--- config.mk ---
export PLATFORM = sky130hd
export DESIGN_NAME = vmem_access_unit
export DESIGN_NICKNAME = d
export VERILOG_FILES = /design/src/rtl/vmem_pkg.sv /design/src/rtl/vmem_lane_agu.sv /design/src/rtl/vmem_access_unit.sv
export SDC_FILE = /design/constraint.sdc
export NUM_CORES = 2
export LEC_CHECK = 0
export CORE_AREA = 10 10 335 337
export CTS_CLUSTER_DIAMETER = 80
export CTS_CLUSTER_SIZE = 20
export DETAILED_ROUTE_END_ITERATION = 10
export DIE_AREA = 0 0 345 347
export GPL_TIMING_DRIVEN = 0
export PLACE_DENSITY = 0.69
export SLEW_MARGIN = 30
export SYNTH_ARGS = -nofsm -noshare
export SYNTH_HDL_FRONTEND = slang
export SYNTH_SLANG_ARGS = --single-unit
--- constraint.sdc ---
create_clock -name clk -period 60.4 [get_ports clk]
set_input_delay 6.04 -clock clk [delete_from_list [all_inputs] [get_ports clk]]
set_output_delay 6.04 -clock clk [all_outputs]
set_load 0.1 [all_outputs]
--- src/rtl/vmem_pkg.sv ---
// vmem_pkg: shared types and constants for the vector memory access unit
package vmem_pkg;
  localparam int S = 32;
  localparam int V = 192;
  localparam int LANES = V / S;
  localparam int DEPTH = 14;
  localparam int LW = $clog2(LANES);
  typedef enum logic [1:0] {IDLE, ACC, RESP} vmem_state_e;
  typedef struct packed {
    logic store;
    logic vec;
    logic [S-1:0] addr;
    logic [S-1:0] stride;
    logic [V-1:0] wdata;
  } vmem_req_t;
endpackage

--- src/rtl/vmem_lane_agu.sv ---
// vmem_lane_agu: lane address generator and vector range check
module vmem_lane_agu
  import vmem_pkg::*;
(
  input  logic [S-1:0]  addr,
  input  logic [S-1:0]  stride,
  input  logic [LW-1:0] lane,
  output logic [S-1:0]  lane_addr,
  output logic          range_err
);
  logic [S+3:0] last;
  assign lane_addr = addr + stride * S'(lane);
  // widened so a huge stride cannot wrap back into range
  assign last = {4'b0, addr} + {4'b0, stride} * (S+4)'(LANES - 1);
  assign range_err = last >= (S+4)'(DEPTH);
endmodule

--- src/rtl/vmem_access_unit.sv ---
// vmem_access_unit: load/store sequencer in front of the data RAM, splitting strided
// vector accesses into per-lane scalar accesses
module vmem_access_unit
  import vmem_pkg::*;
(
  input  logic         clk,
  input  logic         reset,
  input  logic         req_valid,
  output logic         req_ready,
  input  logic         req_store,
  input  logic         req_vec,
  input  logic [S-1:0] req_addr,
  input  logic [S-1:0] req_stride,
  input  logic [V-1:0] req_wdata,
  output logic         resp_valid,
  input  logic         resp_ready,
  output logic [V-1:0] resp_rdata,
  output logic         resp_err,
  output logic         mem_we,
  output logic         mem_vecop,
  output logic [S-1:0] mem_addr,
  output logic [V-1:0] mem_wd,
  input  logic [V-1:0] mem_rd
);
  vmem_state_e state, state_n;
  vmem_req_t req_q;
  logic [LW-1:0] lane, lane_n, agu_lane;
  logic [S-1:0] agu_addr, agu_stride, lane_addr;
  logic [V-1:0] wd_shift;
  logic range_err, err_in, contig_in, strided, last_acc;
  // the AGU checks the incoming request in IDLE and walks the latched one in ACC
  assign agu_addr = (state == IDLE) ? req_addr : req_q.addr;
  assign agu_stride = (state == IDLE) ? req_stride : req_q.stride;
  assign lane_n = lane + 1'b1;
  assign agu_lane = (state == IDLE) ? '0 : lane_n;
  vmem_lane_agu agu (
    .addr(agu_addr),
    .stride(agu_stride),
    .lane(agu_lane),
    .lane_addr(lane_addr),
    .range_err(range_err)
  );
  assign err_in = (req_addr >= S'(DEPTH)) || (req_vec && range_err);
  assign contig_in = req_vec && (req_stride == S'(1));
  assign strided = req_q.vec && (req_q.stride != S'(1));
  assign last_acc = !strided || (lane == LW'(LANES - 1));
  assign wd_shift = req_q.wdata >> (S * int'(lane_n));
  assign req_ready = state == IDLE;
  assign resp_valid = state == RESP;
  always_comb begin
    state_n = state;
    unique case (state)
      IDLE: state_n = req_valid ? (err_in ? RESP : ACC) : IDLE;
      ACC: state_n = last_acc ? RESP : ACC;
      RESP: state_n = resp_ready ? IDLE : RESP;
      default: state_n = IDLE;
    endcase
  end
  always_ff @(posedge clk or posedge reset) begin
    if (reset) begin
      state <= IDLE;
      req_q <= '0;
      lane <= '0;
      resp_rdata <= '0;
      resp_err <= 1'b0;
      mem_we <= 1'b0;
      mem_vecop <= 1'b0;
      mem_addr <= '0;
      mem_wd <= '0;
    end else begin
      state <= state_n;
      if (state == IDLE && req_valid) begin
        req_q <= '{req_store, req_vec, req_addr, req_stride, req_wdata};
        lane <= '0;
        resp_rdata <= '0;
        resp_err <= err_in;
        mem_we <= !err_in && req_store;
        mem_vecop <= !err_in && contig_in;
        mem_addr <= lane_addr;
        mem_wd <= contig_in ? req_wdata : V'(req_wdata[S-1:0]);
      end
      if (state == ACC) begin
        if (!req_q.store) begin
          if (strided) resp_rdata[int'(lane)*S +: S] <= mem_rd[S-1:0];
          else resp_rdata <= req_q.vec ? mem_rd : V'(mem_rd[S-1:0]);
        end
        lane <= lane_n;
        if (last_acc) begin
          mem_we <= 1'b0;
          mem_vecop <= 1'b0;
        end else begin
          mem_addr <= lane_addr;
          mem_wd <= V'(wd_shift[S-1:0]);
        end
      end
    end
  end
endmodule

==> results.toml <==
[sta]
fin_ws_ns = 49.69
min_period_ns = 10.71
timing.slew.headroom_pct = 26.5
finClkSkew_ns = 0.0346
worst_pin_slew_ns = 1.10
setup_violations = 0
finalSetupTns_ns = 0
period_share_pct = 17.7
hold_viol = 0
finalMaxSlewViolations = 0
max_freq_mhz = 93.3
rsz0062_at_grt = "no"

[cts]
clk_latency_ns = 0.67
ctsResizeCount = 0
cts_max_path_buffers = 3
clk_pin_slew_ns = 0.08
post_cts_buffers = 0
cts_tree = "done"
cts_htree_levels = 2
numCtsBuffers = 49
cts_root_buf = "clkbuf_16"
cts_sinks = 682
cts_hold_buffers = 0

[power]
power.leakage_nw = 21.7
ir_drop_v = 0.0000378
total_power_mw = 1.59
p_per_area_nw_per_um2 = 32.8

[grt]
grt_pass1_wl_microns = 257000
grtUsageTotal_pct = 28.7
grt_max_degree = 90
overflow = 0
antenna_found_initial = 47
grt_pass1_vias = 36300

[cells_and_area]
fillers = 10400
area_growth_pct = 32.3
final_cells = 6585
multi_input_area_sq_um = 17900
fin_nets = 5780
seq_area_sq_um = 17100
drive_gt1_share_pct = 6.77

[critical_path]
critPathCaptureType = "flip-flop"
cpMaxStageDelayCell = "nor3b_1"
slowest_delay_ns = 0.62
cp_data_arrival_time_ns = 11.25
critPathLaunchType = "input port"
critical_path.top_delay_family = "compound AO/OA/AOI/OAI gates"
path_buf_inv = 4
critPathMaxFanout = 8
path_cells = "clkdlybuf4s50_1, mux2_2, ha_1, inv_1, fa_1, inv_1, ha_1, clkbuf_1, nand3_1, nor3b_1, nor2_1, o221ai_1, xor2_1, a2111oi_4, o2111ai_1, nor4_4, a31oi_1, a221o_1"
crit_type = "input port to flip-flop"
crit_required_ns = 60.94

[floorplan]
dieWidth_microns = 345
initial_core_util_pct = 35.0
rows = 119
die_area_sq_um = 120000
ios = 875
fp.dieH_microns = 347
core-area_sq_um = 105000

[placed_design]
post-place-cells = 6473
pre_cts_ws_ns = 49.06
gp_congestion = 0.975
dpl.hpwl_microns = 146000
numPortBuffers = 874

[logic_synthesis]
netlist_area_sq_um = 36800
yosys.area.top_type = "dfrtp_1"
yosysTopAreaCellShare_pct = 46.4
ys_warn_count = 0
synth.net_count = 4841
ys_ff_latch = 682
syn_inst = 4194
avgSynthCellArea_sq_um = 8.76
ys_top_cells_by_count = "1368 x nand2_1, 682 x dfrtp_1, 310 x a21oi_1"
post-synth-top-count-cell = "nand2_1"
ys_seq_area_share_pct = 46.4
ys.flop_type = "dfrtp_1"
synth_cell_types = 78
async_flop_share_pct = 100
synth_area_leaders = "dfrtp_1 46%, nand2_1 14%, fa_1 4.8%"
synth-edff-count = 0

[job]
maxCapViolations = 0

[routing]
drt_wl_total_microns = 180000
drt_first_pass_iters = 6
avgRoutedWirePerCell_microns = 27.3
vias = 36100
drc = 0
ant_nets = 0
drtIter0Drc = 3476
vias_per_cell = 5.48

[hold_path]
hold_path.class = "flip-flop to flip-flop"

[outcome]
status = "complete, no violations"
==> power by group <==
part,total [mW],internal [mW],switching [mW]
Clock,0.355,0.164,0.192
Combinational,0.692,0.224,0.468
Sequential,0.547,0.506,0.0412
Total,1.59,0.894,0.701
==> metal layers <==
metal  share of wire, %  track usage, %  routed length [microns]
met2                 47            47.2                    84900
met4                5.2            14.1                     9420
met1                 38            34.0                    68400
met3                9.4            8.44                    16900
met5              0.081               0                      146
==> cell families after synthesis <==
family | Yosys count | share of synthesized area (%)
XOR/XNOR | 38 | 0.906
AO/OA/AOI/OAI | 836 | 13.5
buffers and inverters | 471 | 4.88
adder cells (fa/ha/maj) | 193 | 8.39
multiplexers | 148 | 5.32
AND/OR/NAND/NOR | 1826 | 20.6
flip-flops | 682 | 46.4
==> layout make-up <==
| cell class | instances | share of cell area (%) |
|---|---|---|
| timing repair buffer | 888 | 17.3 |
| inverter | 189 | 1.47 |
| sequential | 682 | 35.1 |
| tap | 1391 | 3.58 |
| multi-input combinational | 3041 | 36.9 |
| buffer | 282 | 2.27 |
| clock inverter | 25 | 0.695 |
| antenna | 37 | 0.190 |
| clock buffer | 50 | 2.53 |
==> path summary, 6_finish.rpt <==
path | startpoint | to | slack, ns | cells past startpoint
setup / recovery | req_stride[7] | state[1] | 49.69 | 18
hold / removal | req_q[89] | req_q[89] | 0.48 | 2
setup reg to reg | lane[0] | mem_addr[31] | 52.60 | 21
hold reg to reg | req_q[89] | req_q[89] | 0.48 | 2
max in group asynchronous | reset | resp_rdata[111] | 52.17 | 8
min in group asynchronous | reset | mem_wd[144] | 5.65 | 2
==> state kept, by name, indices dropped and copies added, names as in the netlist <==
register    flops
lane            3
mem_addr       32
mem_vecop       1
mem_wd        192
mem_we          1
req_q         258
resp_err        1
resp_rdata    192
state           2
==> cell usage in the layout (no fill, tap or decap), types with 23 or more instances in the layout <==
cell type,instances
a21oi_1,309
a22oi_1,143
buf_1,27
buf_2,141
clkbuf_1,231
clkbuf_16,49
clkdlybuf4s50_1,744
dfrtp_1,682
diode_2,37
fa_1,89
ha_1,104
inv_1,188
mux2_2,54
mux2i_1,61
mux4_2,32
nand2_1,1368
nand3_1,182
nor2_1,94
nor3_1,44
nor4_1,23
o211ai_1,38
o21ai_0,217
o22ai_1,24
==> through the flow <==
| stage | util [%] | hold WS [ns] | cell area (sq um) |
|---|---|---|---|
| detailed placement | 44.7 | 0.460 | 47000 |
| global placement | 44.9 | 0.454 | 47200 |
| CTS | 46.2 | 0.479 | 48600 |
| floorplan | - | 0.440 | 36800 |
| finish | 46.2 | 0.476 | 48600 |
| global route | 46.2 | 0.499 | 48600 |
==> worst reg2reg max path: cells and delay by family, from the launching register on <==
kind / cells / cell delay, ns
DFF: 1 / 0.43
and+or+nand+nor: 2 / 0.86
AOI/OAI and AO/OA: 10 / 2.60
buffers and inverters: 5 / 1.91
adders and majority gates: 4 / 1.89
No activity file was read; power rests on OpenSTA's default activity.
